<file path="src/rtl/fuc_pkg.sv">
// ---------------------------------------------------------------------------
// fuc_pkg -- shared definitions for frame_update_controller.
//   * fuc_state_e : controller FSM state (IDLE, PENDING, COMMIT)
//   * LOC_W       : rover (r,theta) location word width
//   * ORIENT_W    : rover orientation word width
//   * ovr_inc     : number of overruns (0..2) seen on one edge
// ---------------------------------------------------------------------------
package fuc_pkg;

    localparam int LOC_W    = 12;
    localparam int ORIENT_W = 4;

    typedef enum logic [1:0] {
        IDLE    = 2'd0,
        PENDING = 2'd1,
        COMMIT  = 2'd2
    } fuc_state_e;

    // Both channels can overrun on the same edge, so the step is 0, 1 or 2.
    function automatic logic [1:0] ovr_inc(input logic loc_ovr, input logic orient_ovr);
        return {1'b0, loc_ovr} + {1'b0, orient_ovr};
    endfunction

endpackage

</file>
<file path="src/rtl/frame_tick_gen.sv">
// ---------------------------------------------------------------------------
// frame_tick_gen -- turns the active-low XVGA vsync into a one-cycle
// frame_tick at the start of vertical sync.
// Ports:
//   vclock     : pixel clock
//   reset_n    : asynchronous active-low reset
//   vsync      : vertical sync, active low, vclock domain
//   frame_tick : high in the cycle where vsync is low and its copy is high
// ---------------------------------------------------------------------------
module frame_tick_gen (
    input  logic vclock,
    input  logic reset_n,
    input  logic vsync,
    output logic frame_tick
);

    logic vsync_r;

    // Registered copy of vsync; resets high so no tick is faked out of reset.
    always_ff @(posedge vclock or negedge reset_n) begin
        if (!reset_n) begin
            vsync_r <= 1'b1;
        end else begin
            vsync_r <= vsync;
        end
    end

    // Falling-edge detect; combinational so a transfer on the tick cycle
    // still lands in that frame's commit.
    assign frame_tick = ~vsync & vsync_r;

endmodule

</file>
<file path="src/rtl/frame_update_controller.sv">
// ---------------------------------------------------------------------------
// frame_update_controller -- buffers rover location/orientation updates and
// publishes them to the display only at the start of vertical sync, so the
// displayed values never change mid-frame.
// Optional feature: define FRAME_UPDATE_OVERRUN_CNT_EN to add overrun_count.
// Ports:
//   vclock, reset_n               : pixel clock, async active-low reset
//   vsync                         : XVGA vertical sync (active low)
//   loc_valid/loc_data/loc_ready  : location handshake
//   orient_valid/orient_data/orient_ready : orientation handshake
//   disp_location, disp_orientation : values held stable for the display
//   disp_new_data                 : a location was committed this frame
//   disp_orientation_ready        : orientation is fresh (not stale)
//   overrun_count                 : saturating overwrite count (optional)
// ---------------------------------------------------------------------------
module frame_update_controller
    import fuc_pkg::*;
#(
    parameter int STALE_FRAMES = 60,
    parameter int OVR_W        = 8
) (
    input  logic                vclock,
    input  logic                reset_n,
    input  logic                vsync,
    input  logic                loc_valid,
    input  logic [LOC_W-1:0]    loc_data,
    output logic                loc_ready,
    input  logic                orient_valid,
    input  logic [ORIENT_W-1:0] orient_data,
    output logic                orient_ready,
    output logic [LOC_W-1:0]    disp_location,
    output logic [ORIENT_W-1:0] disp_orientation,
    output logic                disp_new_data,
    output logic                disp_orientation_ready
`ifdef FRAME_UPDATE_OVERRUN_CNT_EN
    ,
    output logic [OVR_W-1:0]    overrun_count
`endif
);

    // A zero-frame timeout still needs a 1-bit counter to exist.
    localparam int SW = (STALE_FRAMES > 0) ? $clog2(STALE_FRAMES + 1) : 1;

    fuc_state_e          state_r;
    fuc_state_e          state_nxt_s;
    logic                ready_r;
    logic                frame_tick_s;
    logic                loc_xfer_s;
    logic                orient_xfer_s;
    logic                loc_pend_r;
    logic                orient_pend_r;
    logic [LOC_W-1:0]    loc_buf_r;
    logic [ORIENT_W-1:0] orient_buf_r;
    logic [LOC_W-1:0]    disp_location_r;
    logic [ORIENT_W-1:0] disp_orientation_r;
    logic                disp_new_data_r;
    logic                disp_orientation_ready_r;
    logic [SW-1:0]       stale_cnt_r;

    frame_tick_gen u_frame_tick_gen (
        .vclock     (vclock),
        .reset_n    (reset_n),
        .vsync      (vsync),
        .frame_tick (frame_tick_s)
    );

    assign loc_xfer_s    = loc_valid & ready_r;
    assign orient_xfer_s = orient_valid & ready_r;

    // Next-state logic; a transfer on the tick cycle skips PENDING.
    always_comb begin
        state_nxt_s = state_r;
        case (state_r)
            IDLE: begin
                if (frame_tick_s && (loc_xfer_s || orient_xfer_s)) begin
                    state_nxt_s = COMMIT;
                end else if (loc_xfer_s || orient_xfer_s) begin
                    state_nxt_s = PENDING;
                end else begin
                    state_nxt_s = IDLE;
                end
            end
            PENDING: begin
                if (frame_tick_s) begin
                    state_nxt_s = COMMIT;
                end else begin
                    state_nxt_s = PENDING;
                end
            end
            COMMIT:  state_nxt_s = IDLE;
            default: state_nxt_s = IDLE;
        endcase
    end

    // State register plus registered ready (low only while in COMMIT).
    always_ff @(posedge vclock or negedge reset_n) begin
        if (!reset_n) begin
            state_r <= IDLE;
            ready_r <= 1'b1;
        end else begin
            state_r <= state_nxt_s;
            ready_r <= (state_nxt_s != COMMIT);
        end
    end

    // One-entry pending buffers; latest transfer wins, commit clears the flags.
    always_ff @(posedge vclock or negedge reset_n) begin
        if (!reset_n) begin
            loc_pend_r    <= 1'b0;
            orient_pend_r <= 1'b0;
            loc_buf_r     <= '0;
            orient_buf_r  <= '0;
        end else if (state_r == COMMIT) begin
            loc_pend_r    <= 1'b0;
            orient_pend_r <= 1'b0;
        end else begin
            if (loc_xfer_s) begin
                loc_buf_r  <= loc_data;
                loc_pend_r <= 1'b1;
            end
            if (orient_xfer_s) begin
                orient_buf_r  <= orient_data;
                orient_pend_r <= 1'b1;
            end
        end
    end

    // Display registers only move on the COMMIT->IDLE edge.
    always_ff @(posedge vclock or negedge reset_n) begin
        if (!reset_n) begin
            disp_location_r    <= '0;
            disp_orientation_r <= '0;
        end else if (state_r == COMMIT) begin
            if (loc_pend_r) begin
                disp_location_r <= loc_buf_r;
            end
            if (orient_pend_r) begin
                disp_orientation_r <= orient_buf_r;
            end
        end
    end

    // New-data flag: set by a location commit, dropped at a tick carrying no
    // location. A tick that will commit location leaves it alone so it does
    // not glitch low for one cycle.
    always_ff @(posedge vclock or negedge reset_n) begin
        if (!reset_n) begin
            disp_new_data_r <= 1'b0;
        end else if ((state_r == COMMIT) && loc_pend_r) begin
            disp_new_data_r <= 1'b1;
        end else if (frame_tick_s && !loc_pend_r && !loc_xfer_s) begin
            disp_new_data_r <= 1'b0;
        end
    end

    // Orientation staleness: reload on orientation commit, count down on
    // ticks without one, drop ready as the count hits zero and hold there.
    always_ff @(posedge vclock or negedge reset_n) begin
        if (!reset_n) begin
            stale_cnt_r              <= '0;
            disp_orientation_ready_r <= 1'b0;
        end else if ((state_r == COMMIT) && orient_pend_r) begin
            stale_cnt_r              <= SW'(STALE_FRAMES);
            disp_orientation_ready_r <= 1'b1;
        end else if (frame_tick_s && !orient_pend_r && !orient_xfer_s &&
                     (stale_cnt_r != '0)) begin
            stale_cnt_r <= stale_cnt_r - SW'(1);
            if (stale_cnt_r == SW'(1)) begin
                disp_orientation_ready_r <= 1'b0;
            end
        end
    end

`ifdef FRAME_UPDATE_OVERRUN_CNT_EN
    logic [OVR_W-1:0] overrun_cnt_r;
    logic [OVR_W:0]   overrun_sum_s;

    assign overrun_sum_s = {1'b0, overrun_cnt_r} +
                           {{(OVR_W-1){1'b0}}, ovr_inc(loc_xfer_s & loc_pend_r,
                                                       orient_xfer_s & orient_pend_r)};

    // Saturating overrun counter; the carry bit flags wrap-around.
    always_ff @(posedge vclock or negedge reset_n) begin
        if (!reset_n) begin
            overrun_cnt_r <= '0;
        end else if (overrun_sum_s[OVR_W]) begin
            overrun_cnt_r <= '1;
        end else begin
            overrun_cnt_r <= overrun_sum_s[OVR_W-1:0];
        end
    end

    assign overrun_count = overrun_cnt_r;
`endif

    assign loc_ready              = ready_r;
    assign orient_ready           = ready_r;
    assign disp_location          = disp_location_r;
    assign disp_orientation       = disp_orientation_r;
    assign disp_new_data          = disp_new_data_r;
    assign disp_orientation_ready = disp_orientation_ready_r;

endmodule

</file>
<file path="config.mk">
export PLATFORM = sky130hd
export DESIGN_NAME = frame_update_controller
export DESIGN_NICKNAME = d
export VERILOG_FILES = /design/src/rtl/fuc_pkg.sv /design/src/rtl/frame_tick_gen.sv /design/src/rtl/frame_update_controller.sv
export SDC_FILE = /design/constraint.sdc
export NUM_CORES = 1
export LEC_CHECK = 0
export CORE_AREA = 5 5 53 78
export DETAILED_ROUTE_END_ITERATION = 16
export DIE_AREA = 0 0 58 83
export DONT_BUFFER_PORTS = 1
export GPL_ROUTABILITY_DRIVEN = 0
export PLACE_DENSITY = 0.73
export SYNTH_ARGS = -nofsm -noshare
export SYNTH_HDL_FRONTEND = slang
export SYNTH_HIERARCHICAL = 1
export SYNTH_SLANG_ARGS = --single-unit
export TNS_END_PERCENT = 5
</file>
<file path="constraint.sdc">
create_clock -name vclock -period 2.95 [get_ports vclock]
set_input_delay 0.295 -clock vclock [delete_from_list [all_inputs] [get_ports vclock]]
set_output_delay 0.295 -clock vclock [all_outputs]
set_load 0.05 [all_outputs]
</file>
Word level (Yosys, flattened, before mapping)

Index checks and enable logic that the tools add are counted.

Bits in registers: 46
Latch bits: 0
Memory bits (writable): 0
Bits in read-only memories: 0
Input port bits: 21
Output and inout bits: 20
Word-level logic and storage cells: 62
Memories kept: 0

Add/subtract/negate cells: 1
$mul: 0
Divide/modulo/power cells: 0
Magnitude comparators: 0
Eq/ne operators: 4
Shift operators: 0
Mux-type cells: 15
Bitwise gates (word level): 5
Reduce and logical (&&, ||, !) cells: 25

Operators by type and width:

| kind                  | number |
|---|---|
| $mux W6               | 2 |
| $mux W1               | 10 |
| $reduce_and A2 Y1     | 5 |
| $reduce_bool A2 Y1    | 5 |
| $logic_and A1 B1 Y1   | 8 |
| $eq A6 B1 Y1 const B  | 1 |
| $reduce_bool A6 Y1    | 1 |
| $sub A6 B1 Y6 const B | 1 |
| $logic_not A1 Y1      | 4 |
| $mux W2               | 2 |
| $pmux W2 S2           | 1 |
| $and A1 B1 Y1         | 3 |
| $eq A2 B1 Y1 const B  | 1 |
| $eq A2 B2 Y1 const B  | 1 |
| $logic_not A2 Y1      | 1 |
| $ne A2 B2 Y1 const B  | 1 |
| $not A1 Y1            | 2 |
| $logic_or A1 B1 Y1    | 1 |

Logic depth before layout (Yosys ltp)

Gate-level depths: netlist of run 1.

Word-level depth: 7
Mapped depth: 5
Depth with buffers taken out: 5

By module

Netlist of run 1, hierarchy kept.

Modules (own cells, without submodules):

| module                  | times used | cells an instance | area each (um2) |
|---|---|---|---|
| frame_update_controller | 1          | 146               | 1,890.6 |
| frame_tick_gen          | 1          | 2                 | 40.0 |

Least setup slack after synthesis of run 1

Ideal clock, no wire load.

Path type: register to register
Start point: reg stale_cnt_r[0]
End point: reg stale_cnt_r[0]
Library setup time: 0.079 ns
Arrival: 1.610 ns
Setup slack: 1.261 ns
Stages on the path, launching flop included: 6
Cells stage by stage: dfrtp_1 -> inv_1 -> ha_1 -> or3b_2 -> o311ai_4 -> mux2i_1

Word-level cells in the longest chain between the ends: 3

RTL lines:

| element                                                    | line                                                           | source |
|---|---|---|
| start: declaration                                         | frame_update_controller.sv:58                                  | `logic [SW-1:0] stale_cnt_r;` |
| start signal: assignment                                   | frame_update_controller.sv:163                                 | `stale_cnt_r <= SW'(STALE_FRAMES);` |
| start signal: assignment                                   | frame_update_controller.sv:167                                 | `stale_cnt_r <= stale_cnt_r - SW'(1);` |
| $sub A6 B1 Y6 / $reduce_bool A6 Y1 (equally long branches) | frame_update_controller.sv:167, frame_update_controller.sv:166 |  |
| $mux W6 / $logic_and A1 B1 Y1 (equally long branches)      | frame_update_controller.sv:165                                 | `end else if (frame_tick_s && !orient_pend_r && !orient_xfer_s &&` |
| $mux W6 / $reduce_bool A2 Y1 (equally long branches)       | --                                                             |  |

Parallel ways exist; a longest one is shown, timed or not. The select of a mux whose other input is x is not followed.
A chain may end at the register's enable or synchronous reset.

Worst setup path in the final report of run 1

Start point: reg ready_r, in the netlist loc_ready
End point: reg stale_cnt_r[5]

Word-level cells in the longest chain between the ends: 5

RTL lines:

| element                             | line                           | source |
|---|---|---|
| start: declaration                  | frame_update_controller.sv:46  | `logic ready_r;` |
| start signal: assignment            | frame_update_controller.sv:102 | `ready_r <= (state_nxt_s != COMMIT);` |
| $and A1 B1 Y1                       | frame_update_controller.sv:68  | `assign orient_xfer_s = orient_valid & ready_r;` |
| $logic_not A1 Y1                    | frame_update_controller.sv:165 |  |
| $logic_and A1 B1 Y1 (2 in a row)    | frame_update_controller.sv:165 |  |
| $reduce_bool A2 Y1 (no source line) | --                             |  |

No other way between the ends.

==> results.py, run 1 <==
metrics = {
    "logic_synthesis": {
        "netlist.area_leader.share_pct": 57.0,
        "syn-mean-instance-area_um2": 13.0,
        "yosys_warnings": 6,
        "syn_area_mm2": 0.00193,
        "ys.flop_type": "dfrtp_1",
        "synth_edf_count": 0,
        "synth_area_leader_cell": "dfrtp_1",
        "ys_async_sr_fraction_pct": 100,
        "syn-num-nets": 172,
        "ys_ff_latch": 46,
        "synthDistinctLibCells": 36,
        "synthTopCellsByArea": "dfrtp_1 (57%), mux2_2 (16%), nand2_1 (3.7%)",
        "postSynthCellCount": 148,
        "synth.yosys.seq_area_share_pct": 59.8,
    },
    "detailed_routing": {
        "vias_per_cell": 5.68,
        "drt_wl_total_um": 3470,
        "first_iter_violations": 19,
        "final_antenna_net_count": 0,
        "dr.pass1.iters": 4,
        "drc": 0,
        "num_vias": 1114,
        "wl_per_cell_um": 17.7,
    },
    "die": {
        "dieArea_mm2": 0.00481,
        "fp.dieH_um": 83,
        "core_area_mm2": 0.00338,
        "ios": 41,
        "dieWidth_um": 58,
        "rows": 26,
        "start_util_pct": 57.1,
    },
    "cells_and_area": {
        "drive_gt1_share_pct": 27.9,
        "nFillCells": 267,
        "multiInputGateArea_um2": 728,
        "seq_area_mm2": 0.00115,
        "mostFrequentLayoutCells": "dfrtp_1 (44), mux2_2 (28), nand2_1 (19), nor2_1 (8), inv_1 (6)",
        "final_nets": 178,
        "final_common_cell": "dfrtp_1",
        "syn_to_final_growth_pct": 8.30,
        "fin_area_mm2": 0.00209,
        "insertedDiodeCount": 0,
    },
    "placed_design": {
        "numPortBuffers": 0,
        "dp_hpwl_um": 2560,
        "post_dp_cell_area_mm2": 0.00196,
    },
    "cts": {
        "cts_tree": "done",
        "clock_sinks": 46,
        "ctsLongestPathBuffers": 2,
        "clk_latency_ns": 0.29,
        "clockRootBuffer": "clkbuf_8",
        "cts_buffers": 5,
        "clkTransAtPathRegs_ns": 0.08,
        "htree_num_levels": 2,
        "cts_setup_buffers": 0,
        "cts_resized": 0,
    },
    "grt": {
        "grt_util_met1_pct": 16.7,
        "grt_pass1_vias": 1198,
        "grt_usage_pct": 15.7,
        "grt_util_met3_pct": 4.97,
        "met2_usage_pct": 27.8,
        "antenna_found_initial": 0,
        "overflow": 0,
        "grt_pass1_wl_um": 5730,
        "busiest_layer": "met2",
        "grt_max_degree": 47,
    },
    "timing": {
        "period_share_pct": 64.5,
        "slew_headroom_pct": 61.3,
        "fin_tns_setup_ns": 0,
        "rsz0062_at_grt": "no",
        "max_freq_mhz": 526,
        "fin_skew_ns": 0.00446,
        "hold_slack_ns": 0.141,
        "maxSlewViolCount": 0,
        "worst_pin_slew_ns": 0.581,
        "setup_viol": 0,
        "min_period_ns": 1.90,
        "finalHoldViolCount": 0,
    },
    "worst_setup_path": {
        "path_buf_inv": 0,
        "worstPathRequired_ns": 3.13,
        "crit_path_cell_trace": "a21oi_1 -> and3_1 -> a311o_1",
        "rr_worst_depth": 3,
        "reg2reg_slack_ns": 1.05,
        "worstReg2RegStart": "loc_ready",
        "worst_path_largest_cell_delay_ns": 0.92,
        "cp-end-kind": "flop",
        "worstSetupStartpointType": "flop",
        "critPathKind": "reg -> reg",
        "cp_slowest_cell": "dfstp_2",
        "cp_top_family": "flip-flops",
        "crit_fanout": 8,
        "r2r-end": "stale_cnt_r[5]",
        "arrival_ns": 2.08,
    },
    "power_and_ir_drop": {
        "p_per_area_mw_per_mm2": 955,
        "leakagePower_nw": 0.921,
        "ir_drop_mv": 0.558,
    },
    "min_path": {
        "worstHoldStart": "vsync",
        "holdPathEnd": "loc_ready",
        "min_path_cells": 2,
        "hp-class": "in -> reg",
    },
    "flow_run": {
        "drv_cap": 0,
    },
    "outcome": {
        "outcome": "finished clean",
    },
}
-- how the worst max path moves through the flow --
stage | from | endpoint | slack (ns) | cells after the start
after global placement | loc_ready | stale_cnt_r[5] | 1.09 | 3
after global routing | loc_ready | stale_cnt_r[5] | 0.98 | 3
after floorplan | stale_cnt_r[0] | stale_cnt_r[0] | 1.26 | 5
after CTS | loc_ready | stale_cnt_r[5] | 1.04 | 3
after detailed placement | loc_ready | stale_cnt_r[5] | 1.05 | 3
final | loc_ready | stale_cnt_r[5] | 1.05 | 3
-- registers in the layout, indices dropped and copies added, names as in the netlist --
signal,count
disp_orientation_ready,1
orient_pend_r,1
disp_location,12
disp_orientation,4
disp_new_data,1
loc_pend_r,1
u_frame_tick_gen/vsync_r,1
orient_buf_r,4
loc_ready,1
state_r,2
loc_buf_r,12
stale_cnt_r,6
-- report_power, final --
group | leakage [nW] | total, mW | switching, mW | internal, mW
registers | 0.528 | 1.35 | 0.553 | 0.800
clock network | 0.0438 | 0.355 | 0.196 | 0.159
logic | 0.349 | 0.289 | 0.126 | 0.163
-- stage by stage --
step           std cells  power, mW  util, %  worst slack, ns
2_1_floorplan        148       1.56        -             1.26
3_3_place_gp         186       1.61     58.1             1.09
3_5_place_dp         186       1.65     58.1             1.05
4_1_cts              196       2.02     61.8             1.04
5_1_grt              196       2.10     61.8            0.981
6_report             196       2.00     61.8             1.05
-- final cells by class --
cell class | instances | area share, %
Tap cell | 42 | 2.51
Multi-Input combinational cell | 91 | 34.8
Clock buffer | 5 | 3.29
Clock inverter | 2 | 0.479
Sequential cell | 46 | 55.2
Inverter | 6 | 1.08
Timing Repair Buffer | 4 | 2.63
-- synthesized netlist by cell type, drive strengths merged, types with 2 or more instances --
cell type	count
ha	3
mux2	28
dfrtp	44
nand2	19
buf	4
mux2i	3
o211ai	2
a21oi	3
and2	2
nor2	8
inv	6
dfstp	2
nor2b	3
o31ai	2
-- logic make-up after synthesis --
logic type / after synthesis / synth area share, %
mux: 31 / 17.9
fa+ha+maj: 3 / 1.94
buf+inv: 11 / 2.53
flops: 46 / 59.8
compound gates: 16 / 7.32
simple gates: 41 / 10.6
-- what timing repair did --
| action | 4_1_cts | 5_1_grt |
|---|---|---|
| endpoints found under the hold margin | 47 | 0 |
| hold buffers | 3 | 0 |
| endpoints found under the setup margin | 0 | 0 |
-- layer usage --
layer  routed length [um]  vias to the layer above
li1                     -                      520
met1                 1280                      557
met2                 1940                       33
met3                  200                        4
met4                   48                        0
met5                    0                        -
-- worst register-to-register path, cell delays in order, from the launching register on --
cell     delay, ns
dfstp_2       0.92
a21oi_1       0.32
and3_1        0.26
a311o_1       0.29
Note: power is estimated with default switching activity, not from simulation.
==> run 2: changes to the inputs <==
==> constraint.sdc (replaced) <==
create_clock -name vclock -period 1.87 [get_ports vclock]
set_input_delay 0.187 -clock vclock [delete_from_list [all_inputs] [get_ports vclock]]
set_output_delay 0.187 -clock vclock [all_outputs]
set_load 0.05 [all_outputs]
==> run 2 against run 1 <==
Die area stayed put; sequential power up 57%; final cell count rose by 3.1%; first-iteration DRC count rose by 140%; sequential share of layout area shrank 1.7 points; core utilization up 2.1 points; register-to-register slack got worse by 0.91 ns; non-clock buffer count is 5 higher; clock power rose by 98%; largest power group unchanged; highest routed layer unchanged.
==> results.py, run 2 (synthesized netlist as in run 1, its figures left out) <==
metrics = {
    "placed_design": {
        "numPortBuffers": 0,
        "post_dp_cell_area_mm2": 0.00200,
        "dp_hpwl_um": 2540,
    },
    "timing": {
        "period_share_pct": 92.9,
        "min_period_ns": 1.74,
        "hold_slack_ns": 0.0450,
        "setup_viol": 0,
        "fin_skew_ns": 0.00612,
        "finalHoldViolCount": 0,
        "fin_tns_setup_ns": 0,
        "max_freq_mhz": 576,
        "slew_headroom_pct": 60.2,
        "rsz0062_at_grt": "no",
        "worst_pin_slew_ns": 0.597,
        "maxSlewViolCount": 0,
    },
    "cells_and_area": {
        "syn_to_final_growth_pct": 11.9,
        "insertedDiodeCount": 0,
        "mostFrequentLayoutCells": "dfrtp_1 (43), mux2_2 (28), nand2_1 (19), nor2_1 (7), buf_4 (6)",
        "final_common_cell": "dfrtp_1",
        "drive_gt1_share_pct": 33.1,
        "seq_area_mm2": 0.00115,
        "final_nets": 183,
        "multiInputGateArea_um2": 736,
        "nFillCells": 253,
        "fin_util_pct": 63.9,
        "fin_area_mm2": 0.00216,
    },
    "grt": {
        "grt_pass1_vias": 1277,
        "grt_max_degree": 47,
        "grt_util_met1_pct": 17.2,
        "grt_pass1_wl_um": 5920,
        "grt_util_met3_pct": 4.97,
        "busiest_layer": "met2",
        "antenna_found_initial": 0,
        "grt_usage_pct": 15.7,
        "overflow": 0,
        "met2_usage_pct": 27.9,
    },
    "cts": {
        "cts_buffers": 5,
        "cts_tree": "done",
        "htree_num_levels": 2,
        "clockRootBuffer": "clkbuf_8",
        "ctsLongestPathBuffers": 2,
        "clk_latency_ns": 0.29,
        "clkTransAtPathRegs_ns": 0.08,
        "clock_sinks": 46,
        "cts_setup_buffers": 0,
    },
    "die": {
        "dieWidth_um": 58,
        "start_util_pct": 57.1,
        "fp.dieH_um": 83,
        "core_area_mm2": 0.00338,
        "rows": 26,
        "dieArea_mm2": 0.00481,
        "ios": 41,
    },
    "power_and_ir_drop": {
        "ir_drop_mv": 0.919,
        "p_total_mw": 3.31,
        "leakagePower_nw": 0.948,
        "p_per_area_mw_per_mm2": 1530,
    },
    "worst_setup_path": {
        "worst_path_largest_cell_delay_ns": 0.45,
        "cp-startpoint": "stale_cnt_r[0]",
        "critPathKind": "reg -> reg",
        "worstPathRequired_ns": 2.08,
        "cp_slowest_cell": "dfrtp_2",
        "reg2reg_slack_ns": 0.13,
        "worstReg2RegStart": "stale_cnt_r[0]",
        "worstSetupStartpointType": "flop",
        "cp-end-kind": "flop",
        "crit_path_cell_trace": "inv_2 -> ha_2 -> or3b_4 -> o311ai_4 -> mux2i_1",
        "crit_fanout": 6,
        "arrival_ns": 1.95,
    },
    "detailed_routing": {
        "dr.pass1.iters": 4,
        "vias_per_cell": 5.63,
        "wl_per_cell_um": 17.1,
        "final_antenna_net_count": 0,
        "first_iter_violations": 45,
        "num_vias": 1138,
        "drt_wl_total_um": 3460,
        "drc": 0,
    },
    "outcome": {
        "outcome": "finished clean",
    },
    "flow_run": {
        "drv_cap": 0,
    },
    "min_path": {
        "worstHoldStart": "loc_data[11]",
        "hp-class": "in -> reg",
    },
}
-- run 2: cell count changes in the layout (fill, tap and decap cells not counted), moves of 2 or more --
cell,change
inv_2,+2
buf_4,+5
inv_1,-2
clkinv_2,-2
-- run 2: final timing paths --
| path | cells past startpoint | endpoint |
|---|---|---|
| min in group asynchronous | 2 | disp_location[3] |
| max | 5 | stale_cnt_r[1] |
| min reg2reg | 2 | disp_orientation[1] |
| max reg2reg | 5 | stale_cnt_r[1] |
| min | 1 | loc_buf_r[11] |
| max in group asynchronous | 2 | u_frame_tick_gen/vsync_r |
-- run 2: stage by stage --
stage,setup slack [ns],instances
2_1_floorplan,0.181,148
3_3_place_gp,0.0548,191
3_5_place_dp,0.0171,191
4_1_cts,0.000967,202
5_1_grt,0.0171,202
6_report,0.133,202
-- run 2: critical path, delay by kind of cell, from the launching register on --
family,cells,cell delay [ns]
adders and majority gates,1,0.18
AOI/OAI and AO/OA,1,0.32
buffers and inverters,1,0.08
and+or+nand+nor,1,0.41
DFF,1,0.45
muxes,1,0.23
-- run 2: power breakdown --
part           internal [mW]  total [mW]  switching (mW)
Combinational          0.268       0.483           0.215
Clock                  0.398       0.702           0.304
Sequential              1.26        2.12           0.860
Total                   1.93        3.31            1.38
-- run 2: repair_timing --
action / 4_1_cts / 5_1_grt
pin swaps: 1 / 1
endpoints found under the hold margin: 47 / 0
setup endpoints to repair: 1 / 13
hold buffers: 3 / 0
gates cloned: 0 / 0
gates resized for setup: 2 / 4
-- run 2: layout make-up --
type                    count  area share, %
clock inverters             2           1.74
repair buffers              9           3.94
well taps                  42           2.43
multi-input cells          91           34.0
clock buffers               6           3.36
inverters                   6           1.04
flip-flops and latches     46           53.4
-- run 2: metal layers --
metal,up-vias,wire length [um]
li1,533,-
met1,572,1320
met2,28,1900
met3,5,196
met4,0,44
met5,-,0
